$ cat src/rtl/apb_master_bridge.sv
// APB3 master: buffers valid/ready commands in a small FIFO and runs each as one
// SETUP/ACCESS transfer. Define APB_MST_TIMEOUT_EN to abort stalled ACCESS phases.
module apb_master_bridge #(
    parameter int ADDR_W     = 32,
    parameter int DATA_W     = 32,
    parameter int FIFO_DEPTH = 4,
    parameter int TIMEOUT    = 16
) (
    input  logic              clk,
    input  logic              rst_n,
    input  logic              cmd_valid,
    output logic              cmd_ready,
    input  logic              cmd_write,
    input  logic [ADDR_W-1:0] cmd_addr,
    input  logic [DATA_W-1:0] cmd_wdata,
    output logic              rsp_valid,
    input  logic              rsp_ready,
    output logic [DATA_W-1:0] rsp_rdata,
    output logic              rsp_err,
    output logic              psel,
    output logic              pen,
    output logic              pwrite,
    output logic [ADDR_W-1:0] paddr,
    output logic [DATA_W-1:0] pwdata,
    input  logic [DATA_W-1:0] prdata,
    input  logic              pready,
    input  logic              pslverr,
    output logic              busy,
    output logic [1:0]        dbg_state
);
    // Both ports use valid/ready: a beat moves on a rising edge where valid and
    // ready are both 1; valid and its payload hold steady until that edge.

    localparam int PTR_W = $clog2(FIFO_DEPTH);
    localparam int ENT_W = 1 + ADDR_W + DATA_W;

    if (FIFO_DEPTH < 2 || (FIFO_DEPTH & (FIFO_DEPTH - 1)) != 0) begin : g_bad_depth
        $error("FIFO_DEPTH must be a power of two and at least 2");
    end
    if (TIMEOUT < 1) begin : g_bad_timeout
        $error("TIMEOUT must be at least 1");
    end

    typedef enum logic [1:0] {
        S_IDLE   = 2'd0,
        S_SETUP  = 2'd1,
        S_ACCESS = 2'd2
    } state_t;

    state_t             state_q, state_d;
    logic [ENT_W-1:0]   fifo_mem_q [FIFO_DEPTH];
    logic [PTR_W:0]     wr_ptr_q, rd_ptr_q;
    logic               fifo_empty, fifo_full, push, pop;
    logic [ENT_W-1:0]   rd_entry;
    logic               psel_q, psel_d, pen_q, pen_d, pwrite_q, pwrite_d;
    logic [ADDR_W-1:0]  paddr_q, paddr_d;
    logic [DATA_W-1:0]  pwdata_q, pwdata_d, rsp_rdata_q, rsp_rdata_d;
    logic               rsp_valid_q, rsp_valid_d, rsp_err_q, rsp_err_d;
`ifdef APB_MST_TIMEOUT_EN
    localparam int CNT_W = $clog2(TIMEOUT + 1);
    logic [CNT_W-1:0]   cnt_q, cnt_d;
`endif

    // Full is taken from registered pointers only, so a same-cycle pop never frees a slot.
    assign fifo_empty = (wr_ptr_q == rd_ptr_q);
    assign fifo_full  = (wr_ptr_q[PTR_W] != rd_ptr_q[PTR_W]) &&
                        (wr_ptr_q[PTR_W-1:0] == rd_ptr_q[PTR_W-1:0]);
    assign push       = cmd_valid && !fifo_full;
    assign rd_entry   = fifo_mem_q[rd_ptr_q[PTR_W-1:0]];

    always_ff @(posedge clk) begin
        if (push) fifo_mem_q[wr_ptr_q[PTR_W-1:0]] <= {cmd_write, cmd_addr, cmd_wdata};
    end

    always_comb begin
        state_d     = state_q;
        psel_d      = psel_q;
        pen_d       = pen_q;
        pwrite_d    = pwrite_q;
        paddr_d     = paddr_q;
        pwdata_d    = pwdata_q;
        rsp_valid_d = rsp_valid_q;
        rsp_rdata_d = rsp_rdata_q;
        rsp_err_d   = rsp_err_q;
        pop         = 1'b0;
`ifdef APB_MST_TIMEOUT_EN
        cnt_d       = cnt_q;
`endif
        if (rsp_valid_q && rsp_ready) rsp_valid_d = 1'b0;

        case (state_q)
            S_IDLE: begin
                if (!fifo_empty && (!rsp_valid_q || rsp_ready)) begin
                    pop      = 1'b1;
                    pwrite_d = rd_entry[ENT_W-1];
                    paddr_d  = rd_entry[ENT_W-2 -: ADDR_W];
                    pwdata_d = rd_entry[ENT_W-1] ? rd_entry[DATA_W-1:0] : '0;
                    psel_d   = 1'b1;
                    state_d  = S_SETUP;
`ifdef APB_MST_TIMEOUT_EN
                    cnt_d    = '0;
`endif
                end
            end
            S_SETUP: begin
                pen_d   = 1'b1;
                state_d = S_ACCESS;
            end
            S_ACCESS: begin
`ifdef APB_MST_TIMEOUT_EN
                cnt_d = cnt_q + CNT_W'(1);
`endif
                if (pready) begin
                    psel_d      = 1'b0;
                    pen_d       = 1'b0;
                    rsp_valid_d = 1'b1;
                    rsp_err_d   = pslverr;
                    rsp_rdata_d = (!pwrite_q && !pslverr) ? prdata : '0;
                    state_d     = S_IDLE;
                end
`ifdef APB_MST_TIMEOUT_EN
                else if (cnt_q == CNT_W'(TIMEOUT - 1)) begin
                    psel_d      = 1'b0;
                    pen_d       = 1'b0;
                    rsp_valid_d = 1'b1;
                    rsp_err_d   = 1'b1;
                    rsp_rdata_d = '0;
                    state_d     = S_IDLE;
                end
`endif
            end
            default: state_d = S_IDLE;
        endcase
    end

    always_ff @(posedge clk or negedge rst_n) begin
        if (!rst_n) begin
            state_q     <= S_IDLE;
            wr_ptr_q    <= '0;
            rd_ptr_q    <= '0;
            psel_q      <= 1'b0;
            pen_q       <= 1'b0;
            pwrite_q    <= 1'b0;
            paddr_q     <= '0;
            pwdata_q    <= '0;
            rsp_valid_q <= 1'b0;
            rsp_rdata_q <= '0;
            rsp_err_q   <= 1'b0;
`ifdef APB_MST_TIMEOUT_EN
            cnt_q       <= '0;
`endif
        end else begin
            state_q     <= state_d;
            if (push) wr_ptr_q <= wr_ptr_q + (PTR_W+1)'(1);
            if (pop)  rd_ptr_q <= rd_ptr_q + (PTR_W+1)'(1);
            psel_q      <= psel_d;
            pen_q       <= pen_d;
            pwrite_q    <= pwrite_d;
            paddr_q     <= paddr_d;
            pwdata_q    <= pwdata_d;
            rsp_valid_q <= rsp_valid_d;
            rsp_rdata_q <= rsp_rdata_d;
            rsp_err_q   <= rsp_err_d;
`ifdef APB_MST_TIMEOUT_EN
            cnt_q       <= cnt_d;
`endif
        end
    end

    assign cmd_ready = !fifo_full;
    assign rsp_valid = rsp_valid_q;
    assign rsp_rdata = rsp_rdata_q;
    assign rsp_err   = rsp_err_q;
    assign psel      = psel_q;
    assign pen       = pen_q;
    assign pwrite    = pwrite_q;
    assign paddr     = paddr_q;
    assign pwdata    = pwdata_q;
    assign busy      = (state_q != S_IDLE) || !fifo_empty;
    assign dbg_state = state_q;

endmodule
$ cat config.mk
export PLATFORM = sky130hd
export DESIGN_NAME = apb_master_bridge
export DESIGN_NICKNAME = d
export VERILOG_FILES = /design/src/rtl/apb_master_bridge.sv
export SDC_FILE = /design/constraint.sdc
export NUM_CORES = 1
export LEC_CHECK = 0
export CAP_MARGIN = 20
export CORE_MARGIN = 2
export CORE_UTILIZATION = 58
export CTS_CLUSTER_DIAMETER = 120
export DETAILED_ROUTE_END_ITERATION = 12
export GPL_ROUTABILITY_DRIVEN = 0
export PLACE_DENSITY_LB_ADDON = 0.05
export SLEW_MARGIN = 20
export SYNTH_ARGS = -nofsm -noshare
export SYNTH_HDL_FRONTEND = slang
export SYNTH_SLANG_ARGS = --single-unit
$ cat constraint.sdc
create_clock -name clk -period 6.9 [get_ports clk]
set_input_delay 0.69 -clock clk [delete_from_list [all_inputs] [get_ports clk]]
set_output_delay 0.69 -clock clk [all_outputs]
set_load 0.02 [all_outputs]
==> impl_metrics.json <==
{
  "antenna_left": 0,
  "crit_chain": "xor2_1 -> or3_1 -> clkdlybuf4s50_1",
  "dpl.hpwl_um": 15080,
  "routed_wl_um": 26630,
  "cp.required_ns": 6.21,
  "cts_root_buf": "clkbuf_16",
  "status": "completed",
  "postCtsSetupBuffers": 0,
  "vias": 7401,
  "num_rows": 56,
  "fp.dieArea_um2": 25310,
  "clock_path_buffers": 3,
  "drcViolationCount": 0,
  "finalSetupViolations": 0,
  "antenna_found_initial": 2,
  "ys_ff_latch": 369,
  "syn_area_um2": 13950,
  "rrSetupSlack_ns": 3.98,
  "worst_pin_slew_ns": 1.053,
  "worstSetupPathType": "flop to primary output",
  "critPathBufInv": 1,
  "drv_cap": 0,
  "rr_worst_depth": 6,
  "yosys.cell_types.count": 29,
  "io_buffers": 207,
  "clk_transition_reported_paths_ns": 0.06,
  "synth_nets": 923,
  "final_nets": 1133,
  "grt_pass1_wl_um": 42040,
  "post-route-period-util_pct": 48.38,
  "synth_warnings": 0,
  "htreeDepth": 2,
  "cts-resized-gates": 0,
  "grt_usage_pct": 21.39,
  "cp_max_fo": 28,
  "vdd_drop_max_v": 0.0003640,
  "worstHoldPathType": "input port to async pin",
  "p_per_area_nw_per_um2": 473.7,
  "post-route-min-period_ns": 3.338,
  "rsz0062_at_grt": "no",
  "power.leakage_nw": 6.537,
  "worstReg2RegStart": "rd_ptr_q[0]$_DFFE_PN0P_",
  "whs_ns": 0.1999,
  "start_util_pct": 59.26,
  "critical_path.max_stage_delay_ns": 0.82,
  "coreArea_um2": 23540,
  "max_freq_mhz": 299.6,
  "grt_max_degree": 78,
  "start_kind": "flop",
  "syn_to_final_growth_pct": 25.59,
  "skew_ns": 0.01836,
  "critPathCaptureType": "primary output",
  "critical_path.top_delay_family": "flip-flops",
  "syn_inst": 815,
  "final_cell_mix": "edfxtp_1 (260), clkdlybuf4s50_1 (206), nand2_1 (204), dfrtp_1 (107), mux4_2 (64)",
  "maxSlewViolCount": 0,
  "critPathSlowestCell": "dfrtp_4",
  "fillerInstances": 1488,
  "avgViaCountPerCell": 5.383,
  "dieHeight_um": 159.1,
  "ys_seq_area_share_pct": 75.51,
  "cts_buffers": 38,
  "finalHoldViolCount": 0,
  "wl_per_cell_um": 19.37,
  "syn_area_per_cell_um2": 17.12,
  "tns_ns": 0,
  "worstSkewPairLatency_ns": 0.52,
  "worstPathArrival_ns": 2.65,
  "die_w_um": 159.1,
  "layout_commonest_cell": "edfxtp_1",
  "drt_iter0_markers": 586,
  "clkSinkCount": 369,
  "grt_overflow": 0,
  "relSlewSlack_pct": 29.81,
  "layout-drive-gt1-share_pct": 15.56,
  "hold_buffers": 0,
  "first_global_vias": 7589,
  "cts_tree": "done",
  "first_pass_iters": 5,
  "r2r-end": "pwdata[16]$_DFFE_PN0P_",
  "io_pins": 208
}
[state kept, by name, indices dropped and copies added, names as in the netlist]
| register | cells |
|---|---|
| pwrite | 1 |
| psel | 1 |
| rsp_err | 1 |
| rsp_valid | 1 |
| wr_ptr_q | 3 |
| dbg_state | 2 |
| pen | 1 |
| paddr | 32 |
| rd_ptr_q | 3 |
| pwdata | 32 |
| rsp_rdata | 32 |
| fifo_mem_q | 260 |
[metal layers]
metal	vias to the layer above	global-route usage [%]	share of wire (%)
li1	3410	-	-
met1	3735	28.97	42
met2	214	35.34	50
met3	42	4.532	5.8
met4	0	7.066	2.4
met5	-	0	0
[power by group]
part / internal, W / switching, W
clock network: 0.00126 / 0.000801
registers: 0.00309 / 0.000308
logic: 0.00124 / 0.00161
[stage by stage]
stage | utilization (%) | power (W) | area (um2) | std cells | setup WS, ns
final | 74.43 | 0.008300 | 17520 | 1375 | 3.562
after global routing | 74.42 | 0.008749 | 17520 | 1374 | 3.379
after CTS | 74.41 | 0.008414 | 17520 | 1373 | 3.486
after detailed placement | 68.96 | 0.006338 | 16240 | 1304 | 3.924
after global placement | 68.96 | 0.006269 | 16240 | 1304 | 4.020
after floorplan | - | 0.005313 | 13950 | 815 | 3.782
[worst max path at each step]
stage	startpoint	end	cells after the start
4_1_cts	rd_ptr_q[0]$_DFFE_PN0P_	cmd_ready	3
2_1_floorplan	rd_ptr_q[1]$_DFFE_PN0P_	fifo_mem_q[1][0]$_DFFE_PP_	5
5_1_grt	rd_ptr_q[0]$_DFFE_PN0P_	cmd_ready	3
3_3_place_gp	rd_ptr_q[0]$_DFFE_PN0P_	pwdata[3]$_DFFE_PN0P_	5
6_report	rd_ptr_q[0]$_DFFE_PN0P_	cmd_ready	3
3_5_place_dp	rd_ptr_q[0]$_DFFE_PN0P_	pwdata[16]$_DFFE_PN0P_	6
[final cells by class]
cell class / count / area [um2] / area share [%]
timing repair buffer: 214 / 2122 / 12.11
antenna: 2 / 5.005 / 0.02856
tap: 319 / 399.1 / 2.278
sequential: 369 / 10540 / 60.16
clock inverter: 17 / 187.7 / 1.071
clock buffer: 52 / 1095 / 6.248
inverter: 36 / 135.1 / 0.7712
multi-input combinational: 366 / 3037 / 17.33
[cell usage after synthesis (all sizes together)]
| master | n | area [um2] |
|---|---|---|
| edfxtp | 260 | 7807 |
| nand2 | 204 | 765.7 |
| dfrtp | 109 | 2728 |
| mux4 | 64 | 1441 |
| inv | 36 | 135.1 |
| o21ai | 34 | 173.9 |
| o31ai | 32 | 340.3 |
| buf | 31 | 221.5 |
| clkbuf | 13 | 48.80 |
| ha | 5 | 62.56 |
| and3 | 4 | 30.03 |
| xnor2 | 4 | 35.03 |
| xor2 | 4 | 35.03 |
| mux2 | 3 | 33.78 |
| a21oi | 2 | 10.01 |
| mux2i | 2 | 20.02 |
| nand2b | 2 | 12.51 |
| nor2 | 2 | 7.510 |
| nor3 | 1 | 5.000 |
| o311ai | 1 | 26.28 |
| or2 | 1 | 6.260 |
| or3 | 1 | 6.260 |
[cells by family after synthesis]
kind of cell	count (synthesis)	synth area share, %
XOR/XNOR	8	0.5021
multiplexers	69	10.72
AO/OA/AOI/OAI	69	3.946
adder cells (fa/ha/maj)	5	0.4484
buffers and inverters	80	2.906
flip-flops	369	75.51
AND/OR/NAND/NOR	215	5.973
Power figures use the tool's default switching activity.
